[src/rtl/shift_tx_pkg.sv]
// -----------------------------------------------------------------------------
// shift_tx_pkg
// Shared definitions for the shift-register transmit sequencer.
//   state_e      : 3-bit FSM encoding (ST_IDLE .. ST_GAP)
//   DATA_W_DEF   : default word width (matches the 8-bit shift register)
//   cnt_width()  : width needed to hold a counter value of n-1 (minimum 1)
// -----------------------------------------------------------------------------
package shift_tx_pkg;

  localparam int DATA_W_DEF = 8;

  typedef enum logic [2:0] {
    ST_IDLE   = 3'd0,
    ST_LOAD   = 3'd1,
    ST_SHIFT  = 3'd2,
    ST_PARITY = 3'd3,
    ST_GAP    = 3'd4
  } state_e;

  // Bits needed to count down from n-1 to 0; never narrower than 1 bit.
  function automatic int cnt_width(input int n);
    return (n > 1) ? $clog2(n) : 1;
  endfunction

endpackage

[src/rtl/shift_tx_ctrl_if.sv]
// -----------------------------------------------------------------------------
// shift_tx_ctrl_if
// Word-source handshake into the transmit sequencer.
//   tx_valid : source holds a word
//   tx_data  : word, sampled only when the handshake completes
//   tx_ready : sequencer can accept
// Handshake: a word transfers on a rising clk edge where tx_valid and tx_ready
// are both high. The source keeps tx_valid/tx_data stable until that edge;
// tx_ready never depends on tx_valid.
// Modports: master = word source, slave = sequencer.
// -----------------------------------------------------------------------------
interface shift_tx_ctrl_if #(
  parameter int DATA_W = 8
);
  logic              tx_valid;
  logic [DATA_W-1:0] tx_data;
  logic              tx_ready;

  modport master (output tx_valid, output tx_data, input tx_ready);
  modport slave  (input tx_valid, input tx_data, output tx_ready);
endinterface

[src/rtl/shift_bit_counter.sv]
// -----------------------------------------------------------------------------
// shift_bit_counter
// Loadable down-counter with terminal-count flag. Load has priority over
// decrement; the count holds at zero instead of wrapping.
// Ports:
//   clk, nReset : clock, synchronous active-low reset (count <= RST_VAL)
//   load_i      : load load_val_i this edge
//   load_val_i  : value to load
//   en_i        : decrement this edge (when not loading and non-zero)
//   count_o     : current count
//   tc_o        : count is zero
// -----------------------------------------------------------------------------
module shift_bit_counter #(
  parameter int             W       = 3,
  parameter logic [W-1:0]   RST_VAL = '0
) (
  input  logic         clk,
  input  logic         nReset,
  input  logic         load_i,
  input  logic [W-1:0] load_val_i,
  input  logic         en_i,
  output logic [W-1:0] count_o,
  output logic         tc_o
);

  logic [W-1:0] count_q, count_d;

  always_comb begin
    count_d = count_q;
    if (load_i) begin
      count_d = load_val_i;
    end else if (en_i && (count_q != '0)) begin
      count_d = count_q - W'(1);
    end
  end

  always_ff @(posedge clk) begin
    if (!nReset) begin
      count_q <= RST_VAL;
    end else begin
      count_q <= count_d;
    end
  end

  assign count_o = count_q;
  assign tc_o    = (count_q == '0);

endmodule

[src/rtl/shift_tx_ctrl.sv]
// -----------------------------------------------------------------------------
// shift_tx_ctrl
// Sequencer for an external parallel-load shift register. Accepts a word on
// the tx handshake, loads the register, shifts it out MSB first one bit per
// clk, frames the stream with ser_valid / frame_start / frame_done and then
// idles GAP_CYCLES cycles before accepting the next word.
// FSM: IDLE -> LOAD -> SHIFT -> [PARITY] -> GAP -> IDLE; all outputs decode
// from the registered state.
// Optional feature: define SHIFT_TX_PARITY_EN to append one even-parity bit
// after the data bits (frame_done then moves to the parity cycle).
// Ports:
//   clk, nReset  : clock, synchronous active-low reset
//   tx           : word handshake (slave side)
//   sr_load      : shift register Load
//   sr_shift     : shift register ShiftR
//   sr_parallel  : shift register parallel_in (captured word)
//   sr_data_in   : shift register data_in (zero fill)
//   sr_serial    : shift register data_out (MSB)
//   ser_out      : framed serial bit (0 when ser_valid is low)
//   ser_valid    : ser_out is meaningful
//   bit_idx      : index of the data bit on ser_out
//   frame_start  : 1-cycle pulse in LOAD
//   frame_done   : 1-cycle pulse in the last serial cycle of a frame
//   state_o      : current FSM state (debug)
// -----------------------------------------------------------------------------
module shift_tx_ctrl
  import shift_tx_pkg::*;
#(
  parameter int DATA_W     = DATA_W_DEF,
  parameter int GAP_CYCLES = 1,
  parameter int CNT_W      = $clog2(DATA_W)
) (
  input  logic              clk,
  input  logic              nReset,
  shift_tx_ctrl_if.slave    tx,
  output logic              sr_load,
  output logic              sr_shift,
  output logic [DATA_W-1:0] sr_parallel,
  output logic              sr_data_in,
  input  logic              sr_serial,
  output logic              ser_out,
  output logic              ser_valid,
  output logic [CNT_W-1:0]  bit_idx,
  output logic              frame_start,
  output logic              frame_done,
  output logic [2:0]        state_o
);

  localparam int               GAP_W    = cnt_width(GAP_CYCLES);
  localparam logic [GAP_W-1:0] GAP_LOAD = GAP_W'((GAP_CYCLES > 0) ? GAP_CYCLES - 1 : 0);
  localparam logic [CNT_W-1:0] BIT_TOP  = CNT_W'(DATA_W - 1);
  // Where a finished frame goes once its last serial cycle is over.
  localparam state_e           ST_AFTER = (GAP_CYCLES > 0) ? ST_GAP : ST_IDLE;

  state_e            state_q, state_d;
  logic [DATA_W-1:0] hold_q;
  logic              hold_en;

  logic              bit_load, bit_en, bit_tc;
  logic [CNT_W-1:0]  bit_cnt;
  logic              gap_load, gap_en, gap_tc;
  logic              ser_bit;

  // Bit index: reloaded to DATA_W-1 in LOAD and again on the last data bit,
  // so it rests at the top value outside SHIFT.
  shift_bit_counter #(
    .W       (CNT_W),
    .RST_VAL (BIT_TOP)
  ) u_bit_cnt (
    .clk        (clk),
    .nReset     (nReset),
    .load_i     (bit_load),
    .load_val_i (BIT_TOP),
    .en_i       (bit_en),
    .count_o    (bit_cnt),
    .tc_o       (bit_tc)
  );

  // Gap length: loaded with GAP_CYCLES-1 on the way into GAP; GAP exits on tc.
  shift_bit_counter #(
    .W       (GAP_W),
    .RST_VAL ('0)
  ) u_gap_cnt (
    .clk        (clk),
    .nReset     (nReset),
    .load_i     (gap_load),
    .load_val_i (GAP_LOAD),
    .en_i       (gap_en),
    .count_o    (),
    .tc_o       (gap_tc)
  );

  always_comb begin
    state_d     = state_q;
    tx.tx_ready = 1'b0;
    hold_en     = 1'b0;
    sr_load     = 1'b0;
    sr_shift    = 1'b0;
    ser_valid   = 1'b0;
    ser_bit     = 1'b0;
    frame_start = 1'b0;
    frame_done  = 1'b0;
    bit_load    = 1'b0;
    bit_en      = 1'b0;
    gap_load    = 1'b0;
    gap_en      = 1'b0;

    case (state_q)
      ST_IDLE: begin
        tx.tx_ready = 1'b1;
        if (tx.tx_valid) begin
          hold_en = 1'b1;
          state_d = ST_LOAD;
        end
      end

      ST_LOAD: begin
        sr_load     = 1'b1;
        frame_start = 1'b1;
        bit_load    = 1'b1;
        state_d     = ST_SHIFT;
      end

      ST_SHIFT: begin
        sr_shift  = 1'b1;
        ser_valid = 1'b1;
        ser_bit   = sr_serial;
        bit_en    = 1'b1;
        if (bit_tc) begin
          bit_load = 1'b1;
`ifdef SHIFT_TX_PARITY_EN
          state_d  = ST_PARITY;
`else
          frame_done = 1'b1;
          gap_load   = 1'b1;
          state_d    = ST_AFTER;
`endif
        end
      end

`ifdef SHIFT_TX_PARITY_EN
      ST_PARITY: begin
        ser_valid  = 1'b1;
        ser_bit    = ^hold_q;
        frame_done = 1'b1;
        gap_load   = 1'b1;
        state_d    = ST_AFTER;
      end
`endif

      ST_GAP: begin
        gap_en = 1'b1;
        if (gap_tc) begin
          state_d = ST_IDLE;
        end
      end

      default: begin
        state_d = ST_IDLE;
      end
    endcase
  end

  always_ff @(posedge clk) begin
    if (!nReset) begin
      state_q <= ST_IDLE;
      hold_q  <= '0;
    end else begin
      state_q <= state_d;
      if (hold_en) begin
        hold_q <= tx.tx_data;
      end
    end
  end

  assign sr_parallel = hold_q;
  assign sr_data_in  = 1'b0;
  assign ser_out     = ser_bit;
  assign bit_idx     = (state_q == ST_PARITY) ? '0 : bit_cnt;
  assign state_o     = state_q;

endmodule
[src/flat_wrapper.sv]
// flat-port wrapper written by rule: the top's interface ports become plain ports
module shift_tx_ctrl_flat import shift_tx_pkg::*;
#(
  parameter int DATA_W     = DATA_W_DEF,
  parameter int GAP_CYCLES = 1,
  parameter int CNT_W      = $clog2(DATA_W)
)
  (clk, nReset, sr_load, sr_shift, sr_parallel, sr_data_in, sr_serial, ser_out, ser_valid, bit_idx, frame_start, frame_done, state_o, tx_tx_valid, tx_tx_data, tx_tx_ready);
  shift_tx_ctrl_if #(.DATA_W(DATA_W)) tx_i ();
  input  logic clk;
  input  logic nReset;
  output logic sr_load;
  output logic sr_shift;
  output logic [DATA_W-1:0] sr_parallel;
  output logic sr_data_in;
  input  logic sr_serial;
  output logic ser_out;
  output logic ser_valid;
  output logic [CNT_W-1:0] bit_idx;
  output logic frame_start;
  output logic frame_done;
  output logic [2:0] state_o;
  input wire logic [$bits(tx_i.tx_valid)-1:0] tx_tx_valid;
  input wire logic [$bits(tx_i.tx_data)-1:0] tx_tx_data;
  output wire logic [$bits(tx_i.tx_ready)-1:0] tx_tx_ready;
  assign tx_i.tx_valid = tx_tx_valid;
  assign tx_i.tx_data = tx_tx_data;
  assign tx_tx_ready = tx_i.tx_ready;
  shift_tx_ctrl #(.DATA_W(DATA_W), .GAP_CYCLES(GAP_CYCLES), .CNT_W(CNT_W)) u_core (.clk(clk), .nReset(nReset), .tx(tx_i), .sr_load(sr_load), .sr_shift(sr_shift), .sr_parallel(sr_parallel), .sr_data_in(sr_data_in), .sr_serial(sr_serial), .ser_out(ser_out), .ser_valid(ser_valid), .bit_idx(bit_idx), .frame_start(frame_start), .frame_done(frame_done), .state_o(state_o));
endmodule
[config.mk]
export PLATFORM = sky130hd
export DESIGN_NAME = shift_tx_ctrl_flat
export DESIGN_NICKNAME = d
export VERILOG_FILES = /design/src/rtl/shift_tx_pkg.sv /design/src/rtl/shift_tx_ctrl_if.sv /design/src/rtl/shift_bit_counter.sv /design/src/rtl/shift_tx_ctrl.sv /design/src/flat_wrapper.sv
export SDC_FILE = /design/constraint.sdc
export NUM_CORES = 1
export LEC_CHECK = 0
export ABC_AREA = 1
export BUFFER_PORTS_ARGS = -buffer_cell sky130_fd_sc_hd__buf_2
export CAP_MARGIN = 20
export CORE_MARGIN = 2
export CORE_UTILIZATION = 35
export CTS_CLUSTER_SIZE = 8
export DETAILED_ROUTE_END_ITERATION = 16
export PLACE_DENSITY = 0.73
export RECOVER_POWER = 100
export SYNTH_ARGS = -nofsm -noshare
export SYNTH_HDL_FRONTEND = slang
export SYNTH_SLANG_ARGS = --single-unit
[constraint.sdc]
create_clock -name clk -period 2.1 [get_ports clk]
set_clock_uncertainty 0.15 [all_clocks]
set_input_delay 0.105 -clock clk [delete_from_list [all_inputs] [get_ports clk]]
set_output_delay 0.105 -clock clk [all_outputs]
set_load 0.02 [all_outputs]
==> run summary, run 1 <==
Peak ir drop on the vdd network: 375 µV. In the synthesized netlist the async set-or-reset flop fraction comes to 0%. nand2_1 is the most common cell in the netlist. The run gives 15.2% as the global-route usage over all layers.

Leakage power of the design: 0.629 nW. The initialized floorplan defines 17 standard-cell rows. After the first detailed-routing iteration, the DRC count stood at 11. The average instance area after synthesis was 6.30 µm²; the power per unit of standard cell area was 596 nW/µm².

For this block, the routed nets add up to 1.87 mm of wire. Synthesis produced a netlist whose cell count is 129. Area overhead of the layout relative to synthesis: 38.5%. Setup repair after global routing left no endpoint under its margin. The sum of net half-perimeters after detailed placement was 1.31 mm. The critical path launch point type is a register. The share of total power dissipated in the clock network is 24.2%.

The post-layout minimum cycle time is 1.82 ns. The tools report the area of the die as 2730 µm². The number of enable flip-flop cells after synthesis is 0. The cell that appears most often on the critical path is nand2_1. Worst-case setup slack after placement: 0.694 ns. The global-route wire length before repair was 3.07 mm. Synthesis inferred 15 register bits. Yosys attributes the largest share of cell area to dfxtp_1 (37%), nand2_1 (17%), inv_1 (11%), nor2_1 (7.4%), inv_2 (5.5%). The tools report the net count of the finished layout as 193. The via count of the first global-routing pass was 824; the iteration count of the initial detailed-routing pass was 4. Combined buffer and inverter count along the critical path: 1. 0 antenna diodes ended up in the layout.

The layout cell share with drive strength beyond 1 works out to 16.9%. The data arrival time of the worst path was 1.86 ns. The tools report the post-place instance area as 981 µm². TritonCTS built the clock tree. The mapped netlist covers 813 µm². Summed negative setup slack over all endpoints: 0 ns. The worst register-to-register path has a depth of 7.

The normalized max-slew margin was 56.8%; the number of buffers on the longest clock path was 2. Setup slack on the worst reg-to-reg path comes out at 0.28 ns. Counting instances, the worst hold path has a depth of 2.

The logs give 36.8% for the initial standard-cell utilization of the core and 36.9% for the sequential cell area fraction in the yosys report. The largest area contributor in the netlist was dfxtp_1. Leading register cell type out of synthesis: dfxtp_1. Routability-driven placement finished with a final weighted congestion of 0.707. For hold timing, the worst endpoint is u_core.u_gap_cnt.count_o. The worst-skew pair later-pin latency was 0.28 ns. The worst setup path is captured at a register. The min-delay analysis places its worst path in the category reg2reg.

The number of nets still failing antenna checks after routing is 0. Clock-pin slew of the registers on the worst-case setup and hold paths: 0.09 ns. The worst setup slack after layout was 0.280 ns; the via count of the routed design was 868.

The critical path's slowest cell is dlygate4sd3_1. Net switching is 33.1% of the power. The distinct cell type count after synthesis is 21, and the vertical die dimension is 52.2 µm. The initial antenna violation count was 0; the maximum clock frequency was 549 MHz. For the relative contribution of sequential cells to total power, the log shows 46.9%. The I/O pin count is 34, and the transition time at the pin with the least slew margin is 0.643 ns. The run gives 0 as the reported max-cap violation count. The launch point of the worst hold path is u_core.u_gap_cnt.count_o.

After synthesis, the most frequently instantiated cells are nand2_1 (37), inv_1 (24), nor2_1 (16). Of all nets on the critical path, the largest fanout is 8. After floorplanning, the core was sized to cover 2210 µm². The per-cell via count in the routed design came out at 4.21.

The run gives 449 µW as the total internal power. The run gives 3 as the total clock buffers created by CTS. After detailed routing, the average wire length per cell comes to 9.05 µm.

The startpoint of the worst register-to-register path was u_core.state_o[0]. Counting every net in the synthesized netlist gives 143. STA puts the critical path data required time at 2.14 ns. The total congestion overflow after global routing is 0. The number of H-tree branching levels was 1.

The part of the cycle the worst path needs came out at 86.7%. The endpoint identified for the worst register-to-register timing path is u_core.sr_parallel[4]. The clock root buffer was clkbuf_4. The logs give 222 µW for the reported net switching power and 0 for the number of synthesis warnings. The finished layout cell area was 1130 µm². Setup violations remaining at the end of the flow were counted as 0. Walking the worst path, the cells encountered are nor2_1, nand2_1, nor2_4, nand2_1, nand2_1, dlygate4sd3_1, nor2_1.

The total DRC errors in the routed layout is 0, and the final count of hold timing violations is 0. Per report_power, the combinational group accounts for 28.8% of the total. The tree built by TritonCTS fans out to 15 sinks.

Entering global routing, the biggest net connects 11 pins. The worst slack on hold paths was 0.321 ns; the largest incremental delay on the critical path was 0.55 ns. The synthesized design devotes to its leading area cell type 36.9% of total area. The worst setup path is of the reg2reg kind.

The run finished with clean final reports. The final number of max-transition violations was 0; the x dimension of the die was 52.2 µm. On the critical path the largest part of the delay comes from simple AND/OR/NAND/NOR gates.

Quantity of I/O buffers inserted on ports: 32.
[worst register-to-register path: cells and delay by family, from the launching register on]
family                 cells  cell delay (ns)
flip-flops                 1             0.34
buffers and inverters      1             0.55
AND/OR/NAND/NOR            6             0.69
[kinds of logic (layout without fill, tap and decap cells)]
kind of cell             count (synthesis)  in the layout  share of synthesized area, %
flip-flops                              15             15                          36.9
AND/OR/NAND/NOR                         68             68                          37.8
other                                    1              1                         0.461
buffers and inverters                   41             90                          20.5
AO/OA/AOI/OAI                            2              2                          1.23
adder cells (fa/ha/maj)                  2              2                          3.08
[repair_timing]
action	in CTS	in global routing
buffers inserted	0	0
hold endpoints to repair	9	0
hold buffers	17	0
resized for setup	0	0
[cell usage in the layout, fill, tap and decap left out]
master	Yosys	routed
conb_1	1	1
inv_2	12	11
nand3_1	4	5
clkbuf_4	0	3
clkbuf_1	0	18
ha_1	2	2
a21oi_1	2	2
nor3_1	1	3
nor2_1	16	18
nor2_4	1	1
dlygate4sd3_1	0	17
nand4_1	1	1
inv_1	24	25
and3_1	1	1
buf_2	1	14
nand2_1	37	39
clkinv_2	0	1
clkinv_1	1	1
dfxtp_1	15	15
[per-layer routing]
metal / GRT usage, % / vias up / share of wire, %
met4: 5.13 / 0 / 1.0
met3: 2.00 / 2 / 6.7
met2: 31.9 / 37 / 53
met5: 0 / - / 0
met1: 14.7 / 373 / 39
li1: - / 456 / -
[layout make-up]
cell class / count / area (µm²)
clock buffers: 3 / 22.5
clock inverters: 1 / 5.00
repair buffers: 49 / 308
well taps: 28 / 35.0
multi-input cells: 73 / 317
inverters: 37 / 139
fillers: 239 / 1090
flip-flops and latches: 15 / 300
[per-stage QoR]
step	std cells	util, %	power, mW
after detailed placement	185	44.3	0.498
after CTS	206	53.3	0.692
final	206	50.9	0.671
after global placement	185	44.3	0.494
after floorplan	129	-	0.450
after global routing	206	50.9	0.717
[registers in the layout, summed over array words and instances, names as in the netlist]
register                  count
u_core.state_o                3
u_core.sr_parallel            8
u_core.u_bit_cnt.count_o      3
u_core.u_gap_cnt.count_o      1
[worst max-delay path by stage]
stage,start,endpoint,slack [ns],cells past startpoint
floorplan,u_core.state_o[1],u_core.u_bit_cnt.count_o[2],0.58,5
global placement,u_core.u_bit_cnt.count_o[0],u_core.u_bit_cnt.count_o[1],0.74,8
detailed placement,u_core.u_bit_cnt.count_o[0],u_core.u_bit_cnt.count_o[0],0.69,8
CTS,u_core.state_o[0],u_core.sr_parallel[3],0.34,7
global route,u_core.state_o[1],ser_valid,0.13,3
finish,u_core.state_o[0],u_core.sr_parallel[4],0.28,7
[power by group through the flow]
| stage | logic [mW] | clock network [mW] | registers, mW |
|---|---|---|---|
| 6_report | 0.193 | 0.163 | 0.315 |
| 5_1_grt | 0.217 | 0.182 | 0.317 |
| 4_1_cts | 0.204 | 0.172 | 0.316 |
| 3_5_place_dp | 0.175 | 0 | 0.322 |
| 3_3_place_gp | 0.173 | 0 | 0.321 |
| 2_1_floorplan | 0.108 | 0 | 0.343 |
Power figures use the tool's default switching activity.
==> inputs of run 2 (changes only) <==
- CAP_MARGIN: 20 -> 5
- PLACE_DENSITY: 0.73 -> 0.72
- SKIP_LAST_GASP: not set -> 1
- SYNTH_HIERARCHICAL: not set -> 1
==> run 2 against run 1 <==
Against the previous run: non-clock buffer count down 9; critical path type is now reg2out; sequential cell count unchanged; routed wire length up 3.7%; largest cell class unchanged; worst hold slack worse by 0.31 ns; final cell count up 2.4%.
==> run summary, run 2 <==
The critical path's slowest cell is dfxtp_1 (was dlygate4sd3_1). The iteration count of the initial detailed-routing pass came out at 4 (unchanged). The total clock sinks came out at 15 (unchanged).

The part of the cycle the worst path needs was 88.7% (was 86.7%). The power per unit of standard cell area was 625 nW/µm² (was 596 nW/µm²). The worst setup slack after layout came out at 0.238 ns (was 0.280 ns). The largest area contributor in the netlist is dfxtp_1 (unchanged). The average instance area after synthesis was 6.54 µm² (was 6.30 µm²); the async set-or-reset flop fraction in the synthesized netlist was 0% (unchanged).

The tools report the net count of the finished layout as 196 (was 193). The tools report the number of standard-cell rows in the floorplan as 18 (was 17). For the worst slack on hold paths, the log shows 0.0132 ns (was 0.321 ns). The most common cell after layout, fill and taps aside is inv_1 (was nand2_1).

The layout cell share with drive strength beyond 1 was 9.39% (was 16.9%); the post-layout minimum cycle time was 1.86 ns (was 1.82 ns). The run gives 1.85 ns (was 2.14 ns) as the required time at the endpoint of the critical path. The largest incremental delay on the critical path works out to 0.56 ns (was 0.55 ns). The per-cell via count in the routed design was 4.28 (was 4.21); the fraction of the core area covered by cells at the end of the flow was 45.4% (was 50.9%).

The core footprint was 2480 µm² (was 2210 µm²). For the sum of net half-perimeters after detailed placement, the log shows 1.38 mm (was 1.31 mm). The number of enable flip-flop cells after synthesis is 0 (unchanged). The tools report the critical path launch point type as a register (unchanged). The library cell with the highest instance count after synthesis is inv_1 (was nand2_1). The logs give 3.19 mm (was 3.07 mm) for the global-route wire length before repair and 0 (unchanged) for the setup-violating endpoint count in the final report. The run gives 763 (was 824) as the via count of the first global-routing pass. The final instance count without filler cells is 211 (was 206), and the instance count after placement with tap cells included is 199 (was 185). Setup repair after global routing left no endpoint under its margin. The run gives 20 (was 21) as the distinct cell type count after synthesis. The simple-gate area share of the yosys netlist came out at 35.1% (was 37.8%). CP Cell Sequence: inv_1, nor3_1, nor2_1, clkbuf_1 (was nor2_1, nand2_1, nor2_4, nand2_1, nand2_1, dlygate4sd3_1, nor2_1). Commonest non-fill, non-tap cells in the layout: inv_1 (44), nand2_1 (27), clkbuf_1 (20) (was nand2_1 (39), inv_1 (25), nor2_1 (18), clkbuf_1 (18), dlygate4sd3_1 (17)). Number of synthesis warnings: 6 (was 0). Xor and xnor fraction of the mapped netlist area: 0% (unchanged).

The sort of element at the end of the critical path was an output pin (was a register). The flip-flop and latch count after synthesis is 15 (unchanged). The initial standard-cell utilization of the core is 37.2% (was 36.8%), and the quantity of I/O buffers inserted on ports is 32 (unchanged). The tools report the netlist area before placement as 922 µm² (was 813 µm²). Top cells by area in the synthesized netlist: dfxtp_1 (33%), inv_1 (18%), nand2_1 (11%), nand4_1 (6.8%), nor2_1 (5.7%) (was dfxtp_1 (37%), nand2_1 (17%), inv_1 (11%), nor2_1 (7.4%), inv_2 (5.5%)).

X dimension of the die: 55.3 µm (was 52.2 µm). The run gives 12.8% (was 15.2%) as the global-route usage over all layers. The clock-pin slew of the registers on the worst-case setup and hold paths was 0.10 ns (was 0.09 ns); the total congestion overflow after global routing was 0 (unchanged). The leakage power of the design was 0.648 nW (was 0.629 nW).

For the I/O pin count, the log shows 34 (unchanged). The area overhead of the layout relative to synthesis is 21.8% (was 38.5%), and the filler cell count is 281 (was 239). Number of nets still failing antenna checks after routing: 0 (unchanged).

The number of H-tree branching levels was 1 (unchanged). The main combinational cell family by area after synthesis is simple AND/OR/NAND/NOR gates (unchanged). Average routed wire per standard cell: 9.17 µm (was 9.05 µm). The pin count of the biggest net entering global routing is 15 (was 11), and the flop-to-flop setup slack is 0.34 ns (was 0.28 ns). The area of the die came out at 3060 µm² (was 2730 µm²). The final number of max-transition violations is 0 (unchanged), and the maximum clock frequency is 537 MHz (was 549 MHz). Sequential cell area fraction in the yosys report: 32.6% (was 36.9%). Path class of the lowest-slack min-delay path: in2reg (was reg2reg). Count of instances resized after the clock tree is built: 0 (unchanged). The run finished with clean final reports. The run gives 1.61 ns (was 1.86 ns) as the data arrival time of the worst path. Leading register cell type out of synthesis: dfxtp_1 (unchanged). The cell count after synthesis is 141 (was 129), and the sum of routed wire length over all layers is 1.93 mm (was 1.87 mm). The largest fanout of any net on the critical path works out to 8 (unchanged).

The post-synthesis mux area share came out at 0% (unchanged). Synth cell count leaders: inv_1 (43), nand2_1 (26), dfxtp_1 (15) (was nand2_1 (37), inv_1 (24), nor2_1 (16)). The total inserted antenna cells is 0 (unchanged).

For the final count of hold timing violations, the log shows 0 (unchanged). The via count of the routed design came out at 903 (was 868). TritonCTS built the clock tree. The tools report the clock root buffer as clkbuf_4 (unchanged). The number of buffers on the longest clock path was 2 (unchanged). The summed negative setup slack over all endpoints was 0 ns (unchanged). Total clock buffers created by CTS: 3 (unchanged).

Worst-skew pair later-pin latency: 0.29 ns (was 0.28 ns). The tools report the DRC violation total after the first TritonRoute iteration as 30 (was 11). The fraction of synthesized cell area taken by the top area cell type was 32.6% (was 36.9%); the total DRC errors in the routed layout was 0 (unchanged). The vertical die dimension works out to 55.3 µm (was 52.2 µm). The overall power is 702 µW (was 671 µW). Critical setup path kind: reg2out (was reg2reg). The run gives 0.382 ns (was 0.694 ns) as the worst-case setup slack after placement. For the post-place instance area, the log shows 1060 µm² (was 981 µm²). The flip-flop count of the largest register after layout is 8 (unchanged). The logs give 8 (was 17) for the number of hold buffers added after CTS and 0 (unchanged) for the initial antenna violation count. The logs give 478 µV (was 375 µV) for the peak ir drop on the vdd network and 0 (unchanged) for the reported max-cap violation count. The compound-cell area share of the yosys netlist is 3.26% (was 1.23%).

The weighted congestion at the end of routability-driven global placement is 0.723 (was 0.707), and the adder and majority cell fraction of the synthesized area is 2.71% (was 3.08%). The number of buffers added for setup after CTS was 0 (unchanged). The finished layout cell area came out at 1120 µm² (was 1130 µm²).
==> run 2: logic make-up (layout without fill, tap and decap cells) <==
| kind of cell | count (synthesis) | in the layout |
|---|---|---|
| AOI/OAI and AO/OA | 6 | 6 |
| adders and majority gates | 2 | 2 |
| buffers and inverters | 51 | 88 |
| other | 2 | 5 |
| DFF | 15 | 15 |
| and+or+nand+nor | 65 | 65 |
==> run 2: final timing paths <==
| path | cells past startpoint | to | from |
|---|---|---|---|
| worst max-delay path | 4 | bit_idx[2] | u_core/state_o[1] |
| worst min-delay path | 5 | u_core/sr_parallel[1] | tx_tx_data[1] |
| worst max register to register | 9 | u_core/u_bit_cnt/count_o[0] | u_core/u_bit_cnt/count_o[0] |
| worst min register to register | 2 | u_core/u_gap_cnt/count_o | u_core/u_gap_cnt/count_o |
==> run 2: cell type report <==
type	instances	area, µm²	area share [%]
multi-input combinational	78	378	33.6
sequential	15	300	26.7
timing repair buffer	40	215	19.2
inverter	44	165	14.7
tap	30	37.5	3.34
clock buffer	3	22.5	2.00
clock inverter	1	5.00	0.445
==> run 2: worst max-delay path: cells and delay by family, from the launching register on <==
kind	cells	cell delay (ns)
buffers and inverters	2	0.29
flip-flops	1	0.56
AND/OR/NAND/NOR	2	0.46
==> run 2: report_power, final <==
part | leakage, nW | internal [mW] | switching [mW] | total, mW
clock | 0.0177 | 0.0708 | 0.0975 | 0.168
sequential | 0.124 | 0.309 | 0.0193 | 0.328
combinational | 0.506 | 0.0741 | 0.132 | 0.206
total | 0.648 | 0.454 | 0.248 | 0.702
==> run 2: metal layers <==
metal | up-vias | share of wire (%) | global-route usage (%)
met5 | - | 0 | 0
met4 | 0 | 0 | 1.05
met3 | 0 | 6.5 | 5.62
met2 | 29 | 46 | 22.3
met1 | 385 | 48 | 15.1
li1 | 489 | - | -
